===== src/rtl/modn_round_counter.sv =====
// Modulo-N round counter: a start launches a run from S toward T, one step per adv strobe,
// either one-shot (ends in a single-cycle DONE) or free-running with wrap.
module modn_round_counter #(
  parameter int MODULUS = 33,
  parameter int WIDTH   = 6
) (
  input  logic             clk,
  input  logic             reset,
  input  logic             start,
  input  logic             adv,
  input  logic             dir,
  input  logic             wrap_en,
  input  logic             abort,
  output logic [WIDTH-1:0] count,
  output logic             busy,
  output logic             done,
  output logic             tc
);

  if (MODULUS < 2 || (64'd1 << WIDTH) < 64'(MODULUS)) begin : g_param_check
    $error("modn_round_counter: need MODULUS >= 2 and 2**WIDTH >= MODULUS");
  end

  typedef enum logic [1:0] {IDLE, RUN, DONE} state_t;

  localparam logic [WIDTH-1:0] LAST = WIDTH'(MODULUS - 1);

  state_t           state, state_nx;
  logic [WIDTH-1:0] count_nx;
  logic             dir_q, dir_nx, tc_nx;
  logic [WIDTH-1:0] s_val, t_val, step_val;

  // Control inputs are level strobes, not handshakes: start counts only in IDLE,
  // adv only in RUN, and abort (below reset) beats both in any state.
  assign s_val    = dir_q ? LAST : '0;
  assign t_val    = dir_q ? '0 : LAST;
  assign step_val = dir_q ? (count - WIDTH'(1)) : (count + WIDTH'(1));
  assign busy     = (state == RUN);
  assign done     = (state == DONE);

  always_comb begin
    state_nx = state;
    count_nx = count;
    dir_nx   = dir_q;
    tc_nx    = 1'b0;
    case (state)
      IDLE: begin
        if (start && !abort) begin
          dir_nx   = dir;
          count_nx = dir ? LAST : '0;
          state_nx = RUN;
        end
      end
      RUN: begin
        if (abort) begin
          state_nx = IDLE;
        end else if (adv) begin
          if (count == t_val) begin
            // Only reachable in wrap mode; S never equals T, so no tc here.
            count_nx = s_val;
          end else begin
            count_nx = step_val;
            if (step_val == t_val) begin
              tc_nx = 1'b1;
              if (!wrap_en) state_nx = DONE;
            end
          end
        end
      end
      DONE: begin
        state_nx = IDLE;
      end
      default: begin
        state_nx = IDLE;
      end
    endcase
  end

  always_ff @(posedge clk) begin
    if (reset) begin
      state <= IDLE;
      count <= '0;
      dir_q <= 1'b0;
      tc    <= 1'b0;
    end else begin
      state <= state_nx;
      count <= count_nx;
      dir_q <= dir_nx;
      tc    <= tc_nx;
    end
  end

endmodule


===== config.mk =====
export PLATFORM = sky130hd
export DESIGN_NAME = modn_round_counter
export DESIGN_NICKNAME = d
export VERILOG_FILES = /design/src/rtl/modn_round_counter.sv
export SDC_FILE = /design/constraint.sdc
export NUM_CORES = 1
export LEC_CHECK = 0
export ABC_CLOCK_PERIOD_IN_PS = 2300
export BUFFER_PORTS_ARGS = -buffer_cell sky130_fd_sc_hd__buf_4
export CORE_MARGIN = 4
export CORE_UTILIZATION = 30
export CTS_CLUSTER_DIAMETER = 150
export DETAILED_ROUTE_END_ITERATION = 8
export PLACE_DENSITY = 0.53
export SYNTH_ARGS = -nofsm -noshare
export SYNTH_HDL_FRONTEND = slang
export SYNTH_SLANG_ARGS = --single-unit

===== constraint.sdc =====
create_clock -name clk -period 2.3 [get_ports clk]
set_clock_uncertainty 0.15 [all_clocks]
set_input_delay 0.46 -clock clk [delete_from_list [all_inputs] [get_ports clk]]
set_output_delay 0.46 -clock clk [all_outputs]
set_load 0.02 [all_outputs]

After elaboration in Yosys (flattened, before gate mapping). Cells that the tools add are included.

Register bits: 10. Input port bits: 7. Word-level logic and storage cells: 44.

Reduce and logical (&&, ||, !) cells: 8. Mux-type cells: 17. Add/subtract/negate cells: 2. Equal/unequal tests: 11. Bitwise operators: 2.

Operators with widths (number): $mux 6 (8); $eq 6x6->1 (2); $mux 2 (6); $pmux 6 s2 (1); $ne 3x3->1 const B (3); $add 6x1->6 const B (1); $ne 2x2->1 const B (3); $sub 6x1->6 const B (1); $reduce_and 5->1 (1); $reduce_or 5->1 (1); $pmux 2 s2 (1); $reduce_and 4->1 (1); $ne 3x2->1 const B (1); $eq 2x1->1 const B (1); $eq 2x2->1 const B (1); $logic_not 2->1 (1); $not 1->1 (2); $reduce_and 2->1 (1); $reduce_bool 2->1 (1); $logic_and 1x1->1 (1); $logic_not 1->1 (1); $mux 1 (1).

Logic depth before layout (Yosys ltp).
Depth after elaboration: 8. Mapped depth: 5. Depth with buffers taken out: 5.

Worst setup path before layout. Ideal clock, no wire load.

Path kind: flip-flop to flip-flop. Start point: register count[0]. End point: register state[0]. Setup slack: -0.130 ns. Data arrival time: 2.155 ns. Path buffers: 0. Cell stages (with the launch flop): 6. Data required time: 2.025 ns. Cells stage by stage: dfxtp_1 > fa_1 > and3_4 > or3_1 > a221o_1 > o41a_1.

Cells in the longest elaborated chain, start to end: 5.

Ends and longest elaborated chain: start, declared (line 14) `output logic [WIDTH-1:0] count,`; start signal, assigned (line 87) `count <= count_nx;`; $add 6x1->6 / $sub 6x1->6 (equally long branches) (line 37) `assign step_val = dir_q ? (count - WIDTH'(1)) : (count + WIDTH'(1));`; $mux 6 (line 37); $eq 6x6->1 (line 63) `if (step_val == t_val) begin`; $ne 3x2->1 (no line); $reduce_and 5->1 (no line) (*); end signal, assigned (line 86) `state <= state_nx;`; end, declared (line 28) `state_t state, state_nx;`.

Mark *: on every way between the ends. The rest lies on a longest branch, timed or not. A chain may end at the register's enable or synchronous reset.

Worst setup path after layout.
Start point: register count[1]. End point: register state[0].

The elaborated chain is that of the path after synthesis.

==> results by group <==
Logic synthesis
  • Synth top area cells: dfxtp_1, ha_1, nand2_1, a211oi_1, inv_1
  • Post-synth design cell area: 743 um^2
  • YS warnings: 0
  • Synth unique cells: 39
  • Synth Register Bits: 10
  • Synth Instances: 87
  • Simple-gate area share of the yosys netlist: 0.253
  • Syn avg cell area: 8.54 um^2
  • Post-synth top cells: dfxtp_1, nand2_1, inv_1, nor2_1, ha_1
  • Post-synthesis adder-cell area fraction: 0.111
  • Async S/R FF share, synth: 0
  • Most used DFF post-synth: dfxtp_1
  • Most frequent cell after synthesis: dfxtp_1
  • Yosys top cell by area: dfxtp_1
  • Largest family of logic cells by synthesized area: compound AO/OA/AOI/OAI gates
  • Synth Area in XOR/XNOR: 0.0236
  • Mux cell area share after synthesis: 0.0286
  • Yosys top cell area share: 0.269
  • Net count after synthesis: 100
  • Post-synth EDFFs: 0
  • Seq/Total Area, Yosys: 0.269
  • Compound-Gate Fraction of Synth Area: 0.279

Setup path
  • Worst stage delay on the critical path: 0.39 ns
  • CP Launch Type: flip-flop
  • Worst Path Buf+Inv: 0
  • CP Capture Type: flip-flop
  • Max FO, Critical Path: 3
  • Worst-path cell chain: fa_2 -> and3_4 -> or3_4 -> a221o_1 -> o41a_1
  • CP top delay family: compound AO/OA/AOI/OAI gates
  • R2R setup slack: 0.06 ns
  • WS Path Type: reg -> reg
  • Worst EP required: 2.29 ns
  • Worst path slowest cell: fa_2
  • Crit path DAT: 2.23 ns

Clock network
  • Clock buffer depth: 2
  • Num Clock Sinks: 10
  • H-tree levels: 1
  • Skew-Pair Late Insertion Delay: between 0.2 and 0.3 ns
  • CTS clk-pin slew, worst paths: 0.08 ns
  • TritonCTS clock tree: built
  • CTS root buffer: clkbuf_4
  • CTS buffer count: 3

Timing
  • Fin crit share: 0.972
  • Max-Slew Margin vs Limit: 0.659
  • Final Max Slew Viols: 0
  • Final setup violation count: 0
  • Worst-Margin Slew: 0.498 ns
  • Setup TNS: 0 ns
  • RSZ-0062 raised after global routing: no
  • Fin crit period: around 2.2 ns
  • Max Freq: between 400 and 500 MHz
  • Fin. Hold Viols: 0

Floorplanning
  • Chip height: 57.8 um
  • I/O Pins: 16
  • Chip width: 57.8 um
  • Rows: 17
  • Die ar.: approximately 3300 um^2
  • Effective utilization at floorplan: 0.327
  • Core area: 2280 um^2

Placement
  • Placer Congestion: around 0.82
  • PortBufs: 15
  • Hpwl dp: 1.64 mm
  • Placed cells: 135

Global routing
  • GR Overflow Total: 0
  • Largest net degree at the start of global routing: 10
  • Initial antenna violation count: 0
  • Global-route wire length before repair: 3.61 mm
  • Vias in the first global route: between 800 and 900
  • Total track usage: 0.137

Min path
  • Hold Crit Class: in -> reg

Detailed routing
  • WL final: 2.02 mm
  • Via density: between 5 and 6
  • Vias: approximately 750
  • Wire length per cell: 14.4 um
  • Routed Antenna Nets: 0
  • DRT Pass-1 Iters: 5
  • Initial DRC Count: 6
  • DRC violations left: 0

Layout
  • Share of cells above drive strength 1: 0.321
  • Fillers: 217
  • Area Growth Syn to Fin: 35.5%
  • Non-Filler Instances: 140
  • Finished Core Util: 0.443
  • Diodes inserted: 0
  • Nets: 126

Pwr
  • Pwr Density: 389 nW/um^2
  • Peak supply drop: between 150 and 200 uV
  • Leakage: 0.439 nW

Outcome
  • Status: complete, no violations

Flow run
  • MaxCap Viol Count: 0
==> registers in the layout (all words and copies together), names as in the netlist <==
signal and count:
count 6, dir_q 1, tc 1, state 2
==> worst register-to-register path, delay by kind of cell (launching register included) <==
kind | cells | cell delay, ns
AND/OR/NAND/NOR | 2 | 0.48
adder cells (fa/ha/maj) | 1 | 0.39
flip-flops | 1 | 0.36
AO/OA/AOI/OAI | 2 | 0.73
==> worst paths after layout <==
check,from,end,cells past startpoint
max reg2reg,count[1],state[0],5
min reg2reg,count[2],count[2],2
min,reset,count[1],2
max,count[1],state[0],5
==> timing repair <==
| item | CTS | global route |
|---|---|---|
| setup buffers | 0 | 1 |
| resized for setup | 0 | 5 |
| endpoints found under the setup margin | 1 | 1 |
| hold endpoints to repair | 0 | 0 |
| hold buffers | 0 | 0 |
| pin swaps | 1 | 4 |
==> routing by layer <==
metal | GRT usage | vias up | wire, um
li1 | - | 382 | -
met5 | 0 | - | 0
met2 | 0.234 | 16 | 950
met1 | 0.167 | 348 | 952
met4 | 0.0596 | 0 | 23
met3 | 0.0223 | 2 | 94
==> per-stage QoR <==
step                      hold slack, ns  total power [W]  instance area, um^2  setup WS [ns]
after global routing               0.262         0.000420                 1010         0.0109
after CTS                          0.255         0.000399                  970        0.00895
final                              0.263         0.000392                 1010         0.0638
after detailed placement           0.329         0.000264                  943        0.00390
after global placement             0.329         0.000264                  943         0.0396
after floorplan                    0.348         0.000233                  754        0.00584
==> power by group <==
part / leakage, nW / internal [W] / total (W) / switching [W]
logic: 0.340 / 0.0000378 / 0.0000808 / 0.0000429
registers: 0.0844 / 0.000174 / 0.000181 / 0.00000644
clock network: 0.0150 / 0.0000670 / 0.000130 / 0.0000635
==> cell families (layout without fill, tap and decap cells) <==
group / after synthesis / count (layout)
XOR/XNOR: 2 / 2
adder cells (fa/ha/maj): 6 / 6
buffers and inverters: 7 / 32
flip-flops: 10 / 10
AND/OR/NAND/NOR: 34 / 34
multiplexers: 2 / 2
AO/OA/AOI/OAI: 26 / 26
==> cells in the final DEF (no fill, tap or decap), types with 2 or more instances in the layout <==
cell,Yosys,layout
a311o_1,2,2
clkbuf_4,0,3
nand3_1,2,2
inv_1,6,6
a21o_1,2,2
o21bai_1,2,2
a2bb2o_1,2,2
a211oi_1,3,3
buf_4,0,22
nor2b_1,2,2
nand2_1,8,8
xnor2_1,2,2
ha_1,5,4
nor2_1,6,6
dfxtp_4,0,3
nor3_1,3,3
nor4b_1,2,2
a21oi_1,4,4
or4_1,3,3
dfxtp_2,0,2
o21ai_0,2,2
dfxtp_1,10,5
==> cell type report <==
class / count / area, um^2 / area share
repair buffers: 22 / 165 / 0.164
well taps: 28 / 35.0 / 0.0348
inverters: 6 / 22.5 / 0.0224
multi-input cells: 70 / 544 / 0.540
flip-flops and latches: 10 / 214 / 0.212
clock buffers: 4 / 26.3 / 0.0261
Power figures use the tool's default switching activity.
